[src/rtl/frame_ctrl_pkg.sv]
// Shared types and constants for the frame controller that sits between
// the UART RX byte stream and the pixel data path.
package frame_ctrl_pkg;

  typedef enum logic [1:0] {
    IDLE   = 2'd0,
    HDR    = 2'd1,
    CHECK  = 2'd2,
    STREAM = 2'd3
  } state_t;

  localparam logic [7:0] MAGIC   = 8'hA5;
  localparam logic [7:0] FID_SW  = 8'hFF;
  localparam int         HDR_LEN = 5;

  typedef logic [20:0] pix_cnt_t;

  // A dimension is usable when it is non-zero and no larger than the limit.
  function automatic logic dim_ok(input logic [15:0] d, input logic [15:0] max_d);
    return (d != 16'd0) && (d <= max_d);
  endfunction

endpackage

[src/rtl/axis_if.sv]
// Minimal AXI-Stream style byte channel (tdata/tvalid/tready).
interface axis_if #(
  parameter int W = 8
);
  logic [W-1:0] tdata;
  logic         tvalid;
  logic         tready;

  modport master (output tdata, output tvalid, input tready);
  modport slave  (input tdata, input tvalid, output tready);
endinterface

[src/rtl/idle_timer.sv]
// Counts clk cycles since the last clear; expired flags the terminal count.
module idle_timer #(
  parameter int TIMEOUT_CYCLES = 50_000_000
) (
  input  logic clk,
  input  logic rst,
  input  logic clear,
  output logic expired
);

  localparam int             W  = (TIMEOUT_CYCLES > 2) ? $clog2(TIMEOUT_CYCLES) : 1;
  localparam logic [W-1:0]   TC = W'(TIMEOUT_CYCLES - 1);

  logic [W-1:0] cnt_q, cnt_d;

  // Holds at the terminal count until the owner clears it.
  always_comb begin
    cnt_d = cnt_q;
    if (clear) begin
      cnt_d = '0;
    end else if (cnt_q != TC) begin
      cnt_d = cnt_q + 1'b1;
    end
  end

  always_ff @(posedge clk) begin
    if (rst) begin
      cnt_q <= '0;
    end else begin
      cnt_q <= cnt_d;
    end
  end

  assign expired = (cnt_q == TC);

endmodule

[src/rtl/frame_ctrl.sv]
// Frame controller: finds a MAGIC-prefixed header in the byte stream, checks
// the image size and forwards exactly width*height pixel bytes downstream.
//
//   state  | meaning
//   -------+-----------------------------------------------------------
//   IDLE   | discard bytes until MAGIC is accepted
//   HDR    | capture filter id, width lo/hi, height lo/hi
//   CHECK  | one-cycle header check, load pixel count and filter select
//   STREAM | zero-latency pass-through until the last pixel handshake
module frame_ctrl
  import frame_ctrl_pkg::*;
#(
  parameter int MAX_DIM        = 1024,
  parameter int TIMEOUT_CYCLES = 50_000_000
) (
  input  logic        clk,
  input  logic        rst,
  input  logic [3:0]  sw_filter,
  axis_if.slave       axis_i,
  axis_if.master      axis_o,
  output logic        pix_last,
  output logic [3:0]  filter_sel,
  output logic        busy,
  output logic        err,
  output logic [15:0] frame_cnt
);

  localparam logic [15:0] MAX_DIM_W = 16'(MAX_DIM);
  localparam logic [2:0]  HDR_LAST  = 3'(HDR_LEN - 1);

  state_t      state_q, state_d;
  logic [2:0]  hdr_idx_q, hdr_idx_d;
  logic [7:0]  filt_id_q, filt_id_d;
  logic [15:0] width_q, width_d;
  logic [15:0] height_q, height_d;
  logic [3:0]  filter_sel_q, filter_sel_d;
  logic        err_q, err_d;
  logic [15:0] frame_cnt_q, frame_cnt_d;
  pix_cnt_t    remaining_q, remaining_d;

  pix_cnt_t    total;
  logic        in_ready;
  logic        in_hs;
  logic        out_valid;
  logic        out_hs;
  logic        timer_clr;
  logic        timer_exp;

  assign total     = pix_cnt_t'(width_q) * pix_cnt_t'(height_q);

  assign in_ready  = (state_q == IDLE) || (state_q == HDR) ||
                     ((state_q == STREAM) && axis_o.tready);
  assign in_hs     = axis_i.tvalid && in_ready;
  assign out_valid = (state_q == STREAM) && axis_i.tvalid;
  assign out_hs    = out_valid && axis_o.tready;

  assign axis_i.tready = in_ready;
  assign axis_o.tdata  = axis_i.tdata;
  assign axis_o.tvalid = out_valid;

  assign pix_last   = out_valid && (remaining_q == pix_cnt_t'(1));
  assign filter_sel = filter_sel_q;
  assign busy       = (state_q != IDLE);
  assign err        = err_q;
  assign frame_cnt  = frame_cnt_q;

  // The timer only runs while waiting for bytes that belong to a frame.
  assign timer_clr = !((state_q == HDR) || (state_q == STREAM)) ||
                     in_hs || (state_d != state_q);

  idle_timer #(
    .TIMEOUT_CYCLES (TIMEOUT_CYCLES)
  ) u_idle_timer (
    .clk     (clk),
    .rst     (rst),
    .clear   (timer_clr),
    .expired (timer_exp)
  );

  always_comb begin
    state_d      = state_q;
    hdr_idx_d    = hdr_idx_q;
    filt_id_d    = filt_id_q;
    width_d      = width_q;
    height_d     = height_q;
    filter_sel_d = filter_sel_q;
    err_d        = err_q;
    frame_cnt_d  = frame_cnt_q;
    remaining_d  = remaining_q;

    unique case (state_q)
      IDLE: begin
        if (in_hs && (axis_i.tdata == MAGIC)) begin
          state_d   = HDR;
          hdr_idx_d = 3'd0;
        end
      end

      HDR: begin
        if (in_hs) begin
          case (hdr_idx_q)
            3'd0:    filt_id_d       = axis_i.tdata;
            3'd1:    width_d[7:0]    = axis_i.tdata;
            3'd2:    width_d[15:8]   = axis_i.tdata;
            3'd3:    height_d[7:0]   = axis_i.tdata;
            default: height_d[15:8]  = axis_i.tdata;
          endcase
          if (hdr_idx_q == HDR_LAST) begin
            state_d   = CHECK;
            hdr_idx_d = 3'd0;
          end else begin
            hdr_idx_d = hdr_idx_q + 3'd1;
          end
        end else if (timer_exp) begin
          err_d   = 1'b1;
          state_d = IDLE;
        end
      end

      CHECK: begin
        if (dim_ok(width_q, MAX_DIM_W) && dim_ok(height_q, MAX_DIM_W)) begin
          err_d        = 1'b0;
          remaining_d  = total;
          filter_sel_d = (filt_id_q == FID_SW) ? sw_filter : filt_id_q[3:0];
          state_d      = STREAM;
        end else begin
          err_d   = 1'b1;
          state_d = IDLE;
        end
      end

      STREAM: begin
        // An accepted beat beats a simultaneous timeout.
        if (out_hs) begin
          remaining_d = remaining_q - pix_cnt_t'(1);
          if (remaining_q == pix_cnt_t'(1)) begin
            frame_cnt_d = frame_cnt_q + 16'd1;
            state_d     = IDLE;
          end
        end else if (timer_exp) begin
          err_d   = 1'b1;
          state_d = IDLE;
        end
      end

      default: state_d = IDLE;
    endcase
  end

  always_ff @(posedge clk) begin
    if (rst) begin
      state_q      <= IDLE;
      hdr_idx_q    <= 3'd0;
      filt_id_q    <= 8'h00;
      width_q      <= 16'h0000;
      height_q     <= 16'h0000;
      filter_sel_q <= 4'h0;
      err_q        <= 1'b0;
      frame_cnt_q  <= 16'h0000;
      remaining_q  <= '0;
    end else begin
      state_q      <= state_d;
      hdr_idx_q    <= hdr_idx_d;
      filt_id_q    <= filt_id_d;
      width_q      <= width_d;
      height_q     <= height_d;
      filter_sel_q <= filter_sel_d;
      err_q        <= err_d;
      frame_cnt_q  <= frame_cnt_d;
      remaining_q  <= remaining_d;
    end
  end

endmodule

[src/flat_wrapper.sv]
// flat-port wrapper written by rule: the top's interface ports become plain ports
module frame_ctrl_flat import frame_ctrl_pkg::*;
#(
  parameter int MAX_DIM        = 1024,
  parameter int TIMEOUT_CYCLES = 50_000_000
)
  (clk, rst, sw_filter, pix_last, filter_sel, busy, err, frame_cnt, axis_i_tdata, axis_i_tvalid, axis_i_tready, axis_o_tdata, axis_o_tvalid, axis_o_tready);
  axis_if #(.W(8)) axis_i_i ();
  axis_if #(.W(8)) axis_o_i ();
  input  logic clk;
  input  logic rst;
  input  logic [3:0] sw_filter;
  output logic pix_last;
  output logic [3:0] filter_sel;
  output logic busy;
  output logic err;
  output logic [15:0] frame_cnt;
  input wire logic [$bits(axis_i_i.tdata)-1:0] axis_i_tdata;
  input wire logic [$bits(axis_i_i.tvalid)-1:0] axis_i_tvalid;
  output wire logic [$bits(axis_i_i.tready)-1:0] axis_i_tready;
  output wire logic [$bits(axis_o_i.tdata)-1:0] axis_o_tdata;
  output wire logic [$bits(axis_o_i.tvalid)-1:0] axis_o_tvalid;
  input wire logic [$bits(axis_o_i.tready)-1:0] axis_o_tready;
  assign axis_i_i.tdata = axis_i_tdata;
  assign axis_i_i.tvalid = axis_i_tvalid;
  assign axis_i_tready = axis_i_i.tready;
  assign axis_o_tdata = axis_o_i.tdata;
  assign axis_o_tvalid = axis_o_i.tvalid;
  assign axis_o_i.tready = axis_o_tready;
  frame_ctrl #(.MAX_DIM(MAX_DIM), .TIMEOUT_CYCLES(TIMEOUT_CYCLES)) u_core (.clk(clk), .rst(rst), .sw_filter(sw_filter), .axis_i(axis_i_i), .axis_o(axis_o_i), .pix_last(pix_last), .filter_sel(filter_sel), .busy(busy), .err(err), .frame_cnt(frame_cnt));
endmodule
[config.mk]
export PLATFORM = sky130hd
export DESIGN_NAME = frame_ctrl_flat
export DESIGN_NICKNAME = d
export VERILOG_FILES = /design/src/rtl/frame_ctrl_pkg.sv /design/src/rtl/axis_if.sv /design/src/rtl/idle_timer.sv /design/src/rtl/frame_ctrl.sv /design/src/flat_wrapper.sv
export SDC_FILE = /design/constraint.sdc
export NUM_CORES = 1
export LEC_CHECK = 0
export ABC_AREA = 0
export BUFFER_PORTS_ARGS = -buffer_cell sky130_fd_sc_hd__buf_4
export CAP_MARGIN = 20
export CORE_UTILIZATION = 40
export CTS_CLUSTER_SIZE = 28
export DETAILED_ROUTE_END_ITERATION = 7
export SKIP_LAST_GASP = 1
export SLEW_MARGIN = 20
export SYNTH_ARGS = -nofsm -noshare
export SYNTH_HDL_FRONTEND = slang
export SYNTH_SLANG_ARGS = --single-unit
[constraint.sdc]
create_clock -name clk -period 6.16 [get_ports clk]
set_input_delay 1.848 -clock clk [delete_from_list [all_inputs] [get_ports clk]]
set_output_delay 1.848 -clock clk [all_outputs]
set_load 0.02 [all_outputs]
==> results of run 1 <==
[final timing paths]
check	slack, ns	to	cells past startpoint	from
min reg2reg	0.46	u_core.filt_id_q[6]	2	u_core.filt_id_q[6]
max reg2reg	0.29	u_core.remaining_q[17]	18	u_core.height_q[3]
min	0.46	u_core.filt_id_q[6]	2	u_core.filt_id_q[6]
max	0.29	u_core.remaining_q[17]	18	u_core.height_q[3]
[power by group through the flow]
stage,Clock (uW),Sequential [uW],Combinational (uW)
2_1_floorplan,0,747,18.0
3_3_place_gp,0,747,35.6
3_5_place_dp,0,747,35.5
4_1_cts,1030,730,35.6
5_1_grt,1060,730,37.9
6_report,1000,731,35.7
[worst max-delay path, stage by stage, from the launching register on]
cell	delay, ns
dfxtp_1	0.56
buf_4	0.24
nand2_1	0.08
fa_1	0.57
fa_1	0.44
fa_1	0.49
fa_1	0.49
inv_1	0.07
fa_1	0.53
inv_1	0.05
fa_1	0.53
inv_1	0.04
ha_1	0.35
a21oi_1	0.26
o211ai_1	0.12
a31oi_1	0.27
nor2_1	0.09
or3b_2	0.46
a21oi_1	0.14
[per-stage QoR]
stage	util [%]	hold slack, ns	power, uW	cells
2_1_floorplan	-	0.436	765	1421
3_3_place_gp	43.9	0.443	783	1803
3_5_place_dp	43.9	0.447	783	1803
4_1_cts	46.0	0.457	1790	1835
5_1_grt	46.1	0.494	1830	1836
6_report	46.1	0.457	1770	1836
[cell usage in the layout, fill, tap and decap left out, types with 4 or more instances in the layout]
master,synthesis,layout
a211oi_1,13,13
a21o_1,6,6
a21oi_1,85,85
a31oi_1,9,9
and2_1,100,100
and3_1,10,10
and4_1,8,8
buf_4,8,82
clkbuf_16,0,17
dfxtp_1,113,111
fa_1,142,142
ha_1,68,68
inv_1,204,204
inv_6,0,6
inv_8,0,5
mux2i_1,6,6
nand2_1,218,218
nand2b_1,5,5
nand3_1,55,55
nand3b_1,4,4
nand4_1,20,20
nor2_1,75,74
nor3_1,27,24
nor4_1,14,14
o211ai_1,7,7
o21ai_0,37,36
or3_1,8,8
xnor2_1,31,31
xor2_1,37,37
[timing repair]
action	in CTS	in global routing
gates resized for setup	0	4
endpoints found under the hold margin	0	0
setup endpoints to repair	0	2
buffers inserted	0	0
[layer usage]
layer | track usage, % | wire, um | up-vias
li1 | - | - | 4589
met1 | 28.5 | 13000 | 4721
met2 | 34.0 | 13900 | 220
met3 | 3.85 | 1470 | 27
met4 | 5.23 | 362 | 0
met5 | 0 | 0 | -
[kinds of logic after synthesis]
group                      Yosys count
AOI/OAI and AO/OA                  179
xor gates and xnor gates            69
adders and majority gates          210
buffers and inverters              282
DFF                                113
muxes                                6
and+or+nand+nor                    562
[final cells by class]
class,count,area [um2]
fillers,2881,15100
multi-input cells,1026,8220
flip-flops and latches,113,2260
inverters,204,766
repair buffers,83,627
well taps,378,473
clock buffers,17,425
clock inverters,15,163
[flip-flops by register name, summed over array words and instances, names as in the netlist]
| name | count |
|---|---|
| u_core.err | 1 |
| u_core.filt_id_q | 8 |
| u_core.filter_sel | 4 |
| u_core.frame_cnt | 16 |
| u_core.hdr_idx_q | 3 |
| u_core.height_q | 16 |
| u_core.remaining_q | 21 |
| u_core.state_q | 2 |
| u_core.u_idle_timer.cnt_q | 26 |
| u_core.width_q | 16 |
==> impl_metrics.csv, run 1 <==
group,metric,value,unit
outcome,outcome,"finished, final reports clean",
final_layout,fin_nets,1671,
placement,post-place-ws,0.281,ns
yosys,netlist-cell-type-count,58,
clock_tree,cts.htree.levels,4,
yosys,synthCells,1421,
setup_path,crit_arrival,6.20,ns
global_routing,grt_pass1_wl,48.4,mm
clock_tree,clock_sinks,113,
floorplan,core,28100,um2
floorplan,initial_core_util,41.2,%
route,drt.antenna.violating_nets,0,
timing,maxSlewHeadroom,37.2,%
placement,hpwl,22.2,mm
clock_tree,cts_tree,"yes",
yosys,syn-num-nets,1647,
power_and_ir_drop,peakVddDrop,166,uV
yosys,synthSimpleGateAreaFrac,23.8,%
yosys,synth_seq_cells,113,
yosys,synth_edf_count,0,
yosys,syn_avg_cell_area,8.14,um2
placement,port_buffers,48,
timing,drv_slew,0,
placement,gp_congestion,0.852,
clock_tree,insertion_delay,0.43,ns
yosys,synth_top_family_by_area,"adder cells",
global_routing,grt_pass1_vias,9406,
final_layout,syn2layout_area_growth,11.8,%
flow_run,maxCapViolations,0,
yosys,yosys-top-cells-count,"nand2_1 (218), inv_1 (204), fa_1 (142)",
timing,rsz0062_at_grt,"false",
yosys,yosys_warnings,0,
yosys,synth_top_area_share,24.6,%
route,drt-total-wl,28.7,mm
route,drtIter0Drc,672,
yosys,yosys.area_share.adder,31.9,%
setup_path,path_max_fanout,10,
power_and_ir_drop,clock_power_share,56.6,%
timing,finalSetupViolCount,0,
placement,placed_area,12300,um2
route,vias_per_cell,5.21,
floorplan,die_w,172,um
final_layout,drive_gt1_share,9.40,%
clock_tree,cts_hold_repair.buffers,0,
clock_tree,path_clk_slew,0.07,ns
clock_tree,cts_max_path_buffers,2,
setup_path,required,6.49,ns
timing,finalHoldViolations,0,
route,drt_pass1_iterations,5,
worst_hold_path,hold_path_class,"reg -> reg",
global_routing,grt_use_total,20.9,%
timing,tightestPinTransition,0.942,ns
power_and_ir_drop,power_density,137,nW/um2
final_layout,fin_area,12900,um2
timing,setup_tns,0,ns
power_and_ir_drop,p_int,1320,uW
timing,fin_crit,5.87,ns
floorplan,fp.dieH,172,um
yosys,synthMuxAreaShare,0.519,%
setup_path,critPathKind,"reg -> reg",
floorplan,rows,61,
route,vias,9557,
yosys,ys_top_cells_by_area,"fa_1 (25%), dfxtp_1 (20%), ha_1 (7.4%), nand2_1 (7.1%), inv_1 (6.6%)",
route,drc,0,
timing,finClkSkew,0.0264,ns
timing,fmax,0.170,GHz
power_and_ir_drop,p_switching,449,uW
yosys,synth_compound_area_share,9.29,%
yosys,synth_top_flop_cell,"dfxtp_1",
setup_path,critPathLaunchType,"flop",
route,wl_per_cell,15.6,um
global_routing,grt_start_max_net_pins,90,
yosys,syn-cell-area,11600,um2
power_and_ir_drop,p_leak,0.00557,uW
power_and_ir_drop,seqPwrFrac,41.4,%
power_and_ir_drop,netSwitchingFraction,25.4,%
clock_tree,cts_inserted_buffers,17,
yosys,synthXorXnorAreaFrac,5.34,%
yosys,async_reset_ff_share,0,%
yosys,ys_seq_area_share,19.6,%
power_and_ir_drop,combPwrFrac,2.0,%
final_layout,antenna_cells,0,
timing,worst_slack,0.293,ns
yosys,yosys.area.top_type,"fa_1",
setup_path,crit_path_end_kind,"flop",
yosys,synth_most_common_cell,"nand2_1",
global_routing,antenna_found_initial,0,
floorplan,io_pins,49,
clock_tree,cts_root_buf,"clkbuf_16",
global_routing,gr-total-overflow,0,
timing,fin_crit_sh,95.2,%
floorplan,die_area,29600,um2
No activity file was read; power rests on OpenSTA's default activity.
==> inputs of run 2 (changes only) <==
- CORE_MARGIN: not set -> 2
- GPL_TIMING_DRIVEN: not set -> 1
==> run 2 against run 1 <==
Clock power up 5%. Largest cell class unchanged. Clock skew shrank 0.012 ns. Final cell count is 0.54% higher. Critical endpoint unchanged. Total power rose by 2.9%.
==> impl_metrics.csv, run 2 (synthesis gave the netlist of run 1 again) <==
group,metric,value,unit
outcome,outcome,"finished, final reports clean",
global_routing,grt_pass1_vias,9476,
timing,tightestPinTransition,1.11,ns
clock_tree,path_clk_slew,0.07,ns
final_layout,reg_top3,"u_core.u_idle_timer.cnt_q: 26 flops, u_core.remaining_q: 21 flops",
clock_tree,cts.htree.levels,4,
timing,fmax,0.169,GHz
floorplan,rows,62,
global_routing,grt_pass1_wl,48.4,mm
final_layout,syn2layout_area_growth,12.2,%
clock_tree,cts_max_path_buffers,2,
power_and_ir_drop,netSwitchingFraction,25.2,%
final_layout,antenna_cells,0,
route,drt_pass1_iterations,5,
setup_path,cp_num_buf_inv,3,
placement,hpwl,22.5,mm
floorplan,fp.dieH,174,um
power_and_ir_drop,combPwrFrac,2.0,%
worst_hold_path,hold_path_class,"reg -> reg",
timing,finalHoldViolations,0,
final_layout,drive_gt1_share,9.37,%
clock_tree,cts_inserted_buffers,17,
global_routing,busiest_layer,"met2",
timing,finClkSkew,0.0143,ns
timing,maxSlewHeadroom,25.8,%
setup_path,crit_path_top_delay_cell,"dfxtp_1",
power_and_ir_drop,seqPwrFrac,40.2,%
floorplan,die_area,30300,um2
clock_tree,insertion_delay,0.42,ns
power_and_ir_drop,p_leak,0.00560,uW
floorplan,die_w,174,um
timing,drv_slew,0,
setup_path,required,6.50,ns
clock_tree,cts_tree,"yes",
power_and_ir_drop,power_density,140,nW/um2
timing,finalSetupViolCount,0,
global_routing,antenna_found_initial,0,
route,drtIter0Drc,655,
setup_path,crit_arrival,6.26,ns
global_routing,gr-total-overflow,0,
clock_tree,cts_root_buf,"clkbuf_16",
floorplan,core,28600,um2
route,drc,0,
timing,fin_crit_sh,96.2,%
clock_tree,cts_hold_repair.buffers,0,
clock_tree,cts_setup_buffers,0,
route,drt.antenna.violating_nets,0,
final_layout,nFillCells,2867,
route,drt-total-wl,29.0,mm
setup_path,cpMostUsedCell,"fa_1",
final_layout,final_cell_mix,"nand2_1 (218), inv_1 (204), fa_1 (142)",
flow_run,maxCapViolations,0,
route,vias_per_cell,5.19,
setup_path,critPathKind,"reg -> reg",
setup_path,critPathMaxStageDelay,0.63,ns
route,wl_per_cell,15.7,um
final_layout,fin_area,13000,um2
power_and_ir_drop,peakVddDrop,157,uV
global_routing,use_met1,27.2,%
global_routing,grt_use_total,19.8,%
final_layout,post-route-util,45.4,%
global_routing,grt_start_max_net_pins,90,
setup_path,crit_path_end_kind,"flop",
placement,placed_area,12400,um2
route,vias,9588,
power_and_ir_drop,p_switching,458,uW
setup_path,path_cells,"nand2_1 > fa_1 > inv_1 > fa_1 > fa_1 > fa_1 > fa_1 > inv_1 > fa_1 > inv_1 > ha_1 > a21oi_1 > o211ai_1 > a31oi_1 > nor2_1 > or3b_2 > a21oi_1",
clock_tree,cts-resized-gates,0,
placement,port_buffers,48,
final_layout,regMostFlops,"u_core.u_idle_timer.cnt_q",
final_layout,largest_register_ffs,26,
timing,fin_crit,5.92,ns
final_layout,final_common_cell,"nand2_1",
power_and_ir_drop,p_int,1360,uW
final_layout,fin_nets,1675,
placement,gp_congestion,0.865,
floorplan,initial_core_util,40.4,%
floorplan,io_pins,49,
global_routing,met2_usage,32.5,%
setup_path,cp_top_family,"adder cells",
setup_path,path_max_fanout,12,
global_routing,use_met3,2.73,%
power_and_ir_drop,power.total,1820,uW
timing,hold_ws,0.456,ns
power_and_ir_drop,clock_power_share,57.8,%
setup_path,critPathLaunchType,"flop",
clock_tree,clock_sinks,113,
-- run 2: metal layers --
layer,up-vias,share of wire [%]
met5,-,0
met4,0,2.3
met3,42,4.5
met2,237,48
met1,4721,45
li1,4588,-
-- run 2: area by class of cell --
class                   count  area (um2)  area share (%)
flip-flops and latches    113        2260            17.4
repair buffers             87         657            5.06
clock buffers              17         425            3.28
well taps                 384         480            3.70
multi-input cells        1026        8210            63.2
clock inverters            15         186            1.44
inverters                 204         766            5.90
-- run 2: metrics by stage --
stage,cells,worst slack (ns),TNS [ns]
2_1_floorplan,1421,0.339,0
3_3_place_gp,1811,0.281,0
3_5_place_dp,1813,0.224,0
4_1_cts,1845,0.197,0
5_1_grt,1846,-0.0000453,-0.0000453
6_report,1846,0.235,0
-- run 2: power by group through the flow --
stage	clock network (uW)	logic, uW	registers, uW
floorplan	0	18.0	747
global placement	0	35.5	747
detailed placement	0	35.5	747
CTS	1070	35.7	730
global route	1100	37.7	730
finish	1050	35.8	731
-- run 2: final timing paths --
path	cells past startpoint	from	end	slack, ns
worst min register to register	2	u_core.filt_id_q[6]	u_core.filt_id_q[6]	0.46
worst min-delay path	2	u_core.filt_id_q[6]	u_core.filt_id_q[6]	0.46
worst max register to register	17	u_core.height_q[11]	u_core.remaining_q[17]	0.24
worst max-delay path	17	u_core.height_q[11]	u_core.remaining_q[17]	0.24
-- run 2: worst register-to-register path, cell delays in order (launching register included) --
cell      delay [ns]
dfxtp_1         0.63
nand2_1         0.15
fa_1            0.52
inv_1           0.05
fa_1            0.46
fa_1            0.61
fa_1            0.54
fa_1            0.55
inv_1           0.06
fa_1            0.52
inv_1           0.04
ha_1            0.34
a21oi_1         0.24
o211ai_1        0.12
a31oi_1         0.30
nor2_1          0.10
or3b_2          0.47
a21oi_1         0.14
==> inputs of run 3 (changes only) <==
- RECOVER_POWER: not set -> 25
- REMOVE_ABC_BUFFERS: not set -> 1
==> run 3 against run 2 <==
Clock skew hardly changed. Wire length increased by 1.0%. Sequential share of layout area increased by 0.16 points. Sequential power barely moved. Clock power is 4% lower. Clock-buffer cell count unchanged. Die area did not move. Global-route usage is 0.37 points higher. Non-clock buffer count shrank 4. Critical path type unchanged. Largest cell class unchanged. Largest power group unchanged. Highest routed layer unchanged.
==> impl_metrics.csv, run 3 (synthesis gave the netlist of run 1 again) <==
group,metric,value,unit
flow_run,maxCapViolations,0,
setup_path,r2r_setup_slack,0.27,ns
setup_path,cp_top_family,"adder cells",
floorplan,io_pins,49,
final_layout,largest_register_ffs,26,
power_and_ir_drop,p_leak,0.00551,uW
timing,fin_crit_sh,95.7,%
global_routing,antenna_found_initial,0,
timing,fin_crit,5.89,ns
floorplan,core,28600,um2
final_layout,final_common_cell,"nand2_1",
route,drc,0,
setup_path,crit_path_end_kind,"flop",
final_layout,reg_top3,"u_core.u_idle_timer.cnt_q: 26 flops, u_core.remaining_q: 21 flops",
final_layout,fin_nets,1671,
timing,drv_slew,0,
route,drt-total-wl,29.3,mm
power_and_ir_drop,peakVddDrop,163,uV
floorplan,rows,62,
floorplan,die_w,174,um
setup_path,path_max_fanout,8,
timing,finClkSkew,0.0146,ns
setup_path,critPathLaunchType,"flop",
timing,fmax,0.170,GHz
clock_tree,clock_sinks,113,
route,vias,9538,
clock_tree,cts_tree,"yes",
setup_path,path_cells,"buf_4 > and2_1 > fa_1 > inv_1 > fa_1 > fa_1 > fa_1 > inv_1 > fa_1 > inv_1 > fa_1 > inv_1 > ha_1 > nand2_1 > nor2_1 > a31oi_1 > a211oi_1 > nor3_1 > or3b_2 > a21oi_1",
clock_tree,cts_root_buf,"clkbuf_16",
clock_tree,path_clk_slew,0.06,ns
setup_path,crit_path_top_delay_cell,"fa_1",
setup_path,crit_arrival,6.23,ns
setup_path,cp_num_buf_inv,5,
final_layout,fin_area,12900,um2
clock_tree,cts_max_path_buffers,2,
placement,gp_congestion,0.900,
timing,finalSetupViolCount,0,
global_routing,grt_use_total,20.2,%
outcome,outcome,"finished, final reports clean",
final_layout,final_cell_mix,"nand2_1 (218), inv_1 (204), fa_1 (142)",
placement,placed_area,12300,um2
timing,finalHoldViolations,0,
power_and_ir_drop,power.total,1780,uW
route,drtIter0Drc,568,
timing,rsz0062_at_grt,"false",
final_layout,antenna_cells,0,
floorplan,die_area,30300,um2
power_and_ir_drop,power_density,138,nW/um2
placement,port_buffers,48,
global_routing,grt_pass1_wl,49.2,mm
final_layout,drive_gt1_share,8.16,%
setup_path,required,6.50,ns
final_layout,syn2layout_area_growth,11.3,%
final_layout,regMostFlops,"u_core.u_idle_timer.cnt_q",
setup_path,critPathKind,"reg -> reg",
timing,setup_tns,0,ns
clock_tree,insertion_delay,0.42,ns
floorplan,initial_core_util,40.4,%
route,vias_per_cell,5.18,
floorplan,fp.dieH,174,um
setup_path,critPathMaxStageDelay,0.54,ns
placement,hpwl,22.6,mm
global_routing,grt_pass1_vias,9534,
worst_hold_path,hold_path_class,"reg -> reg",
timing,maxSlewHeadroom,16.2,%
route,drt.antenna.violating_nets,0,
global_routing,gr-total-overflow,0,
route,wl_per_cell,15.9,um
setup_path,cpMostUsedCell,"fa_1",
clock_tree,cts_inserted_buffers,17,
clock_tree,cts.htree.levels,4,
timing,tightestPinTransition,1.26,ns
route,drt_pass1_iterations,5,
clock_tree,cts_setup_buffers,0,
global_routing,grt_start_max_net_pins,90,
run 3: final cells by class:
| cell class | count | area, um2 |
|---|---|---|
| fillers | 2910 | 15700 |
| multi-input cells | 1026 | 8200 |
| flip-flops and latches | 113 | 2270 |
| inverters | 204 | 766 |
| repair buffers | 83 | 574 |
| well taps | 384 | 480 |
| clock buffers | 17 | 425 |
| clock inverters | 15 | 173 |
run 3: power by group:
group          internal (uW)  switching (uW)  total (uW)
Combinational           10.7            27.1        37.9
Clock                    608             407        1010
Sequential               731          0.0810         731
run 3: repair_timing:
item                                    4_1_cts  5_1_grt
gates resized for setup                       0        4
hold buffers                                  0        0
endpoints found under the setup margin        0        3
run 3: worst paths after layout:
kind	from	to	depth (start not counted)
setup / recovery	u_core.width_q[4]	u_core.remaining_q[17]	20
hold / removal	u_core.filt_id_q[7]	u_core.filt_id_q[7]	2
hold reg to reg	u_core.filt_id_q[7]	u_core.filt_id_q[7]	2
setup reg to reg	u_core.width_q[4]	u_core.remaining_q[17]	20
run 3: tightest hold or removal path, delay by kind of cell, from the launching register on:
kind,cells,cell delay (ns)
flip-flops,1,0.31
AND/OR/NAND/NOR,1,0.05
AO/OA/AOI/OAI,1,0.05
run 3: through the flow:
stage	setup slack, ns	std cells	hold slack, ns	util (%)
after CTS	0.172	1841	0.465	45.1
after detailed placement	0.176	1809	0.457	43.1
after floorplan	0.554	1343	0.430	-
after global routing	0.00203	1842	0.482	45.0
after global placement	0.244	1808	0.445	43.0
final	0.268	1842	0.461	45.0
run 3: metal layers:
| layer | GRT usage [%] | vias to the layer above | routed length [um] |
|---|---|---|---|
| li1 | - | 4595 | - |
| met1 | 28.5 | 4639 | 13700 |
| met2 | 31.9 | 265 | 13400 |
| met3 | 2.91 | 39 | 1610 |
| met4 | 6.41 | 0 | 631 |
| met5 | 0 | - | 0 |
